File: src/rtl/irq_priority_arbiter.sv
// Interrupt request arbiter: latches rising edges into a pending register, then
// presents one unmasked pending line (fixed or rotating priority) until the CPU acks it.
//
// state    | meaning
// ---------+--------------------------------------------------------------
// ST_IDLE  | no grant presented; picks a candidate whenever one is pending
// ST_GRANT | o_valid=1, o_irq_id frozen until ack or clear_all
module irq_priority_arbiter #(
    parameter int NrOfInputBits  = 8,
    parameter int NrOfSelectBits = 3,
    parameter bit RoundRobin     = 1'b0
) (
    input  logic                      i_clock,
    input  logic                      i_reset,
    input  logic [NrOfInputBits-1:0]  i_irq_in,
    input  logic [NrOfInputBits-1:0]  i_irq_mask,
    input  logic                      i_ack,
    input  logic                      i_clear_all,
    output logic                      o_valid,
    output logic [NrOfSelectBits-1:0] o_irq_id,
    output logic [NrOfInputBits-1:0]  o_pending
);

    typedef enum logic {
        ST_IDLE  = 1'b0,
        ST_GRANT = 1'b1
    } state_t;

    state_t                    r_state;
    logic [NrOfInputBits-1:0]  r_pending;
    logic [NrOfInputBits-1:0]  r_irq_prev;
    logic                      r_valid;
    logic [NrOfSelectBits-1:0] r_irq_id;
    logic [NrOfSelectBits-1:0] r_last;

    logic [NrOfInputBits-1:0]  w_rise;
    logic [NrOfInputBits-1:0]  w_cand;
    logic [NrOfInputBits-1:0]  w_ackclr;
    logic [NrOfSelectBits-1:0] w_sel;
    logic                      w_any;
    int                        w_start;
    int                        w_dist;
    int                        w_best;

    assign w_rise   = i_irq_in & ~r_irq_prev;
    assign w_cand   = r_pending & ~i_irq_mask;
    assign w_any    = |w_cand;
    assign w_ackclr = (r_state == ST_GRANT && i_ack)
                      ? (NrOfInputBits'(1) << r_irq_id) : '0;

    // Each line gets a distance from the scan start (downward, wrapping);
    // the smallest distance wins. Fixed priority is simply a start of N-1.
    always_comb begin
        w_sel   = '0;
        w_best  = NrOfInputBits;
        w_dist  = 0;
        w_start = NrOfInputBits - 1;
        if (RoundRobin && r_last != '0) begin
            w_start = int'(r_last) - 1;
        end
        for (int i = 0; i < NrOfInputBits; i++) begin
            w_dist = w_start - i;
            if (w_dist < 0) begin
                w_dist = w_dist + NrOfInputBits;
            end
            if (w_cand[i] && w_dist < w_best) begin
                w_best = w_dist;
                w_sel  = NrOfSelectBits'(i);
            end
        end
    end

    always_ff @(posedge i_clock) begin
        if (i_reset) begin
            r_state    <= ST_IDLE;
            r_pending  <= '0;
            r_irq_prev <= '0;
            r_valid    <= 1'b0;
            r_irq_id   <= '0;
            r_last     <= '0;
        end else begin
            r_irq_prev <= i_irq_in;
            if (i_clear_all) begin
                r_pending <= '0;
                r_valid   <= 1'b0;
                r_state   <= ST_IDLE;
            end else begin
                // A fresh rise on the acked line re-arms it in the same cycle.
                r_pending <= (r_pending & ~w_ackclr) | w_rise;
                case (r_state)
                    ST_IDLE: begin
                        if (w_any) begin
                            r_irq_id <= w_sel;
                            r_last   <= w_sel;
                            r_valid  <= 1'b1;
                            r_state  <= ST_GRANT;
                        end
                    end
                    ST_GRANT: begin
                        if (i_ack) begin
                            r_valid <= 1'b0;
                            r_state <= ST_IDLE;
                        end
                    end
                    default: begin
                        r_valid <= 1'b0;
                        r_state <= ST_IDLE;
                    end
                endcase
            end
        end
    end

    assign o_valid   = r_valid;
    assign o_irq_id  = r_irq_id;
    assign o_pending = r_pending;

endmodule
File: config.mk
export PLATFORM = sky130hd
export DESIGN_NAME = irq_priority_arbiter
export DESIGN_NICKNAME = d
export VERILOG_FILES = /design/src/rtl/irq_priority_arbiter.sv
export SDC_FILE = /design/constraint.sdc
export NUM_CORES = 1
export LEC_CHECK = 0
export BUFFER_PORTS_ARGS = -buffer_cell sky130_fd_sc_hd__buf_2
export CAP_MARGIN = 20
export CORE_MARGIN = 2
export CORE_UTILIZATION = 45
export DETAILED_ROUTE_END_ITERATION = 10
export PLACE_DENSITY_LB_ADDON = 0.2
export SLEW_MARGIN = 20
export SYNTH_ARGS = -nofsm -noshare
export SYNTH_HDL_FRONTEND = slang
export SYNTH_SLANG_ARGS = --single-unit
export TNS_END_PERCENT = 10
File: constraint.sdc
create_clock -name i_clock -period 4.55 [get_ports i_clock]
set_clock_uncertainty 0.2 [all_clocks]
set_input_delay 0.6825 -clock i_clock [delete_from_list [all_inputs] [get_ports i_clock]]
set_output_delay 0.6825 -clock i_clock [all_outputs]
set_load 0.03 [all_outputs]
==> impl_results.md, run 1 <==
- Syn_nets: 113
- PostCTS Resize Cnt: 0
- # DRC: 0
- Clock share of power: 25.9%
- WP data arrival: 1.04 ns
- Crit-path max cell delay: 0.48 ns
- RR Startpoint: o_pending[5]
- Register Area: 420 um2
- Comb power frac: 16.6%
- M1 WL: 897 um
- Hold Path Stages: 2
- Cts hold-fix bufs: 0
- Vias per cell: 4.90
- Initial antenna violation count: 0
- Worst reg-to-reg path cell count: 5
- Area growth from synthesis to layout: 22.9%
- Internal Dissipation: 254 uW
- FF+latch count, synth: 21
- Vias in the first global route: 708
- Mean cell area of the mapped netlist: 9.75 um2
- CTS clock-pin slew for the worst setup and hold paths: 0.12 ns
- Clk_lat worst skew: 0.31 ns
- Setup TNS: 0 ns
- Hold Path End: o_valid
- Grt ovf: 0
- CTS Sinks: 21
- Minimum clock period: 1.92 ns
- PwrDens: 312 nW/um2
- WS Path Type: flip-flop to primary output
- Placed cell area: 1090 um2
- Reg2reg end: o_valid
- CORE AREA: 1920 um2
- H-tree levels: 1
- CP startpoint: o_irq_id[1]
- Met3 WL: 71 um
- # diodes: 0
- Endpoints failing hold: 0
- IO Pins: 32
- Commonest non-fill, non-tap cell in the layout: buf_2
- I/O Buffers: 31
- Leakage power: 0.000493 uW
- Switching Share: 26.9%
- Initial DRC Count: 6
- Die X: 48.9 um
- Number of distinct library cells after synthesis: 23
- First-pass GRT wire length: 3200 um
- Synth Cell Area: 907 um2
- TritonCTS clock tree: yes
- Max Freq: 521 MHz
- DR WL met2: 851 um
- Reg2reg setup slack: 2.95 ns
- Min-Delay Path Class: flip-flop to flip-flop
- Total net switching power: 93.4 uW
- Hold Path Origin: o_valid
- CTS Buf Count: 3
- Slew Limit Fails: 0
- Largest net degree at the start of global routing: 13
- GP Congestion: 0.813
- Initial core utilization: 47.2%
- Total power: 347 uW
- Finished Layout Cells: 153
- Status: complete, no violations
- Hpwl dp: 1390 um
- Yosys Warn Count: 0
- Relative slew slack: 74.7%
- Worst Max-Slew Pin Slew: 0.379 ns
- Post-synthesis sequential area ratio: 46.3%
- Startpoint Class: flip-flop
- Seq pwr share: 57.4%
- Cell area after layout: 1110 um2
- Nets: 147
- Share of post-route cells with drive strength above 1: 35.7%
- Bufs and invs on worst path: 1
- Die area: 2390 um2
- Req. time, crit path: 3.67 ns
- Crit. End Element: primary output
- Delay-heaviest family, CP: flip-flops
- # setup viols final: 0
- Top routing layer in use: met4
- Most frequent cells in the layout: buf_2 (31), dfxtp_1 (21), nand2b_1 (12), a21oi_1 (12), nor2b_1 (10)
- Peak supply drop: 0.000189 V
- DP Cell Count: 149
- Total Routing Usage GR: 17.1%
- Crit-path cells: buf_2
- Tcrit/Tclk final: 42.2%
- Max-cap viol count: 0
- Crit-path slowest cell: dfxtp_1
- Setup Buffers After CTS: 0
- CTS max path bufs: 2
- Drt wl/cell: 12.1 um
- Routed Antenna Nets: 0
- RSZ-0062 raised after global routing: false
- WL final: 1850 um
- Fin util: 58.0%
- Routed vias: 750
- Pre-Repair DR Iteration Count: 4
- Row count: 16
- Fillers: 191
- Post-Synthesis Cells: 93
- Crit Path Max Fanout: 7
- Area of the multi-input gates: 475 um2
- Root buffer cell: clkbuf_4
- Die height: 48.9 um
-- flip-flops by register name, indices dropped and copies added (netlist names) --
name / flops
r_irq_prev: 8
o_valid: 1
o_irq_id: 3
o_pending: 8
r_state: 1
-- cells in the mapped netlist --
library cell | n | share of area (%)
dfxtp_1 | 21 | 46
o211ai_1 | 2 | 1.7
clkbuf_1 | 2 | 0.83
nand2_1 | 7 | 2.9
nand4_4 | 1 | 2.3
nor2b_1 | 10 | 6.9
o21ai_0 | 6 | 3.3
a31o_1 | 2 | 1.9
nor2_2 | 1 | 0.69
o31ai_1 | 2 | 1.7
or2_2 | 2 | 1.4
nand2b_1 | 12 | 8.3
or4_4 | 1 | 1.2
nor3b_1 | 1 | 0.83
a21oi_1 | 12 | 6.6
nor2_1 | 1 | 0.41
and2b_1 | 1 | 0.83
nand3_1 | 1 | 0.55
o41ai_4 | 1 | 3.0
a21o_1 | 1 | 0.83
nor2b_2 | 1 | 0.97
inv_1 | 1 | 0.41
nand2b_4 | 4 | 6.1
-- how the worst max path moves through the flow --
stage / slack [ns] / end / depth (start not counted)
after floorplan: 2.61 / o_valid / 5
after global placement: 2.52 / o_valid / 6
after detailed placement: 2.50 / o_valid / 6
after CTS: 2.63 / o_irq_id[1] / 1
after global routing: 2.60 / o_irq_id[1] / 1
final: 2.63 / o_irq_id[1] / 1
-- per-layer routing --
layer / GRT usage (%) / vias up
li1: - / 384
met1: 23.2 / 344
met2: 27.6 / 18
met3: 1.84 / 4
met4: 7.14 / 0
met5: 0 / -
-- power groups by stage --
stage	clock network, uW	registers (uW)	logic [uW]
2_1_floorplan	0	213	29.8
3_3_place_gp	0	203	57.2
3_5_place_dp	0	204	58.0
4_1_cts	92.6	200	58.3
5_1_grt	102	201	63.4
6_report	90.2	200	57.7
-- logic make-up after synthesis --
kind of cell	synth area share (%)
compound gates	19.0
buf+inv	1.24
simple gates	33.4
flops	46.3
-- layout make-up --
type,instances,area share [%]
clock buffer,4,2.36
tap,27,3.03
sequential,21,37.7
timing repair buffer,31,13.9
inverter,1,0.337
multi-input combinational,69,42.6
-- metrics by stage --
step	worst slack (ns)	hold slack (ns)
after floorplan	2.61	0.262
after global placement	2.52	0.241
after detailed placement	2.50	0.248
after CTS	2.63	0.265
after global routing	2.60	0.293
final	2.63	0.263
Power figures use the tool's default switching activity.
==> run 2, diff against run 1 <==
--- a/config.mk
+++ b/config.mk
@@ -5,6 +5,7 @@
 export SDC_FILE = /design/constraint.sdc
 export NUM_CORES = 1
 export LEC_CHECK = 0
+export ABC_AREA = 1
 export BUFFER_PORTS_ARGS = -buffer_cell sky130_fd_sc_hd__buf_2
 export CAP_MARGIN = 20
 export CORE_MARGIN = 2
==> constraint.sdc (replaced) <==
create_clock -name i_clock -period 2 [get_ports i_clock]
set_clock_uncertainty 0.2 [all_clocks]
set_input_delay 0.3 -clock i_clock [delete_from_list [all_inputs] [get_ports i_clock]]
set_output_delay 0.3 -clock i_clock [all_outputs]
set_load 0.03 [all_outputs]
==> impl_results.md, run 2 <==
- Routed vias: 864
- Vias per cell: 4.45
- Cell area after layout: 1190 um2
- First-pass GRT wire length: 3170 um
- Area of the multi-input gates: 398 um2
- Worst reg-to-reg path cell count: 8
- Internal Dissipation: 587 uW
- TritonCTS clock tree: yes
- Placed cell area: 1100 um2
- Die X: 49.1 um
- Max-cap viol count: 0
- Bufs and invs on worst path: 1
- CTS Buf Count: 3
- Post-synth top area share: 46.0%
- Most common cell in the netlist: inv_1
- Post-synth ARST share: 0%
- Clk_lat worst skew: 0.31 ns
- Max Freq: 694 MHz
- Die height: 49.1 um
- Top post-synthesis cells by count: inv_1 (22), dfxtp_1 (21), nand2_1 (21)
- Routed Antenna Nets: 0
- Setup TNS: 0 ns
- Endpoints failing hold: 1
- Switching Share: 30.0%
- Nets: 188
- Number of distinct library cells after synthesis: 17
- PwrDens: 707 nW/um2
- Mean cell area of the mapped netlist: 7.19 um2
- Syn_nets: 147
- Delay-heaviest family, CP: flip-flops
- FF+latch count, synth: 21
- Most used DFF post-synth: dfxtp_1
- Minimum clock period: 1.44 ns
- Crit-path cells: buf_2
- Commonest non-fill, non-tap cell in the layout: buf_2
- Status: finished with violations
- Synth area leaders: dfxtp_1 (46%), inv_1 (9.0%), nand2_1 (8.6%)
- Hpwl dp: 1430 um
- Post-Synthesis Cells: 127
- Yosys top cell by area: dfxtp_1
- Grt ovf: 0
- H-tree levels: 1
- IO Pins: 32
- Area growth from synthesis to layout: 30.0%
- CTS Sinks: 21
- Clock share of power: 25.3%
- Pre-Repair DR Iteration Count: 4
- Setup Buffers After CTS: 0
- Total net switching power: 252 uW
- Startpoint Class: flip-flop
- Worst hold slack: -0.00395 ns
- Crit-path max cell delay: 0.41 ns
- Crit-path slowest cell: dfxtp_1
- Synth Cell Area: 913 um2
- Leakage power: 0.000654 uW
- Die area: 2410 um2
- Req. time, crit path: 1.50 ns
- Hold Path Origin: i_irq_in[0]
- Seq pwr share: 54.8%
- Total Routing Usage GR: 17.0%
- Slew Limit Fails: 0
- Most frequent cells in the layout: buf_2 (31), inv_1 (22), nand2_1 (21), dfxtp_1 (21), nor2_1 (16)
- GP Congestion: 0.842
- CORE AREA: 1940 um2
- WP data arrival: 0.94 ns
- Initial core utilization: 47.0%
- # DRC: 0
- RR Startpoint: o_pending[7]
- Tcrit/Tclk final: 72.1%
- Post-synthesis sequential area ratio: 46.0%
- WL final: 1890 um
- Peak supply drop: 0.000499 V
- I/O Buffers: 31
- Share of post-route cells with drive strength above 1: 33.5%
- Root buffer cell: clkbuf_4
- Drt wl/cell: 9.73 um
- WS Path Type: flip-flop to primary output
- Initial antenna violation count: 0
- Fillers: 190
- Hold Path End: r_irq_prev[0]
- EDFF count, synth: 0
- Row count: 16
- Reg2reg end: o_irq_id[1]
- Register Area: 420 um2
- CTS clock-pin slew for the worst setup and hold paths: 0.13 ns
- Hold Path Stages: 3
- Relative slew slack: 80.7%
- Initial DRC Count: 12
- # setup viols final: 0
- Vias in the first global route: 822
- Failing checks: hold timing
- Crit. End Element: primary output
- Largest net degree at the start of global routing: 14
- RSZ-0062 raised after global routing: false
- Yosys Warn Count: 0
- Crit Path Max Fanout: 4
- # diodes: 0
- CTS max path bufs: 2
- Worst Max-Slew Pin Slew: 0.289 ns
- Comb power frac: 19.9%
- Min-Delay Path Class: primary input to flip-flop
- Reg2reg setup slack: 0.75 ns
==> run 2: changes by cell type after synthesis, sizes merged, moves of 4 or more <==
cell / previous run / this run
inv: 1 / 24
nand2: 7 / 28
nor2: 2 / 19
nand2b: 16 / 0
nor2b: 11 / 0
or2: 2 / 9
nand3: 1 / 5
==> run 2: through the flow <==
step / total power (uW) / setup WS [ns] / hold WS (ns) / cells / util (%)
after global routing: 877 / 0.507 / 0.0273 / 194 / 61.1
after global placement: 624 / 0.717 / 0.274 / 184 / 56.5
after detailed placement: 627 / 0.681 / 0.275 / 184 / 56.5
after floorplan: 577 / 0.642 / 0.220 / 127 / -
final: 839 / 0.558 / -0.00395 / 194 / 61.1
after CTS: 839 / 0.563 / 0.000873 / 194 / 61.1
==> run 2: what timing repair did <==
| action | in CTS | in global routing |
|---|---|---|
| hold endpoints to repair | 6 | 0 |
| resized for setup | 0 | 0 |
| hold buffers | 6 | 0 |
==> run 2: area by class of cell <==
type / count / area share, %
well taps: 27 / 2.85
repair buffers: 37 / 18.1
inverters: 24 / 7.59
clock inverters: 1 / 0.632
clock buffers: 3 / 1.90
flip-flops and latches: 21 / 35.4
multi-input cells: 81 / 33.5
==> run 2: logic make-up after synthesis <==
| logic type | Yosys count | synth area share (%) |
|---|---|---|
| flops | 21 | 46.0 |
| buf+inv | 25 | 10.4 |
| compound gates | 20 | 11.2 |
| simple gates | 61 | 32.3 |
==> run 2: power groups by stage <==
| stage | Combinational, uW | Sequential, uW | Clock (uW) |
|---|---|---|---|
| after global routing | 187 | 463 | 228 |
| after floorplan | 82.3 | 495 | 0 |
| after detailed placement | 158 | 469 | 0 |
| after CTS | 167 | 460 | 213 |
| final | 167 | 460 | 212 |
| after global placement | 155 | 469 | 0 |
==> run 2: per-layer routing <==
layer	GRT usage (%)	part of all wire (%)	wire length [um]
met1	20.7	50	938
met2	29.0	43	821
met3	2.76	4.6	86
met4	8.57	2.2	41
met5	0	0	0
==> run 2: how the worst max path moves through the flow <==
stage	depth (start not counted)	from	slack [ns]	end
2_1_floorplan	7	o_pending[5]	0.64	o_irq_id[0]
3_3_place_gp	10	i_irq_mask[5]	0.72	o_irq_id[1]
3_5_place_dp	10	i_irq_mask[7]	0.68	o_irq_id[0]
4_1_cts	1	o_irq_id[1]	0.56	o_irq_id[1]
5_1_grt	1	o_pending[4]	0.51	o_pending[4]
6_report	1	o_irq_id[1]	0.56	o_irq_id[1]
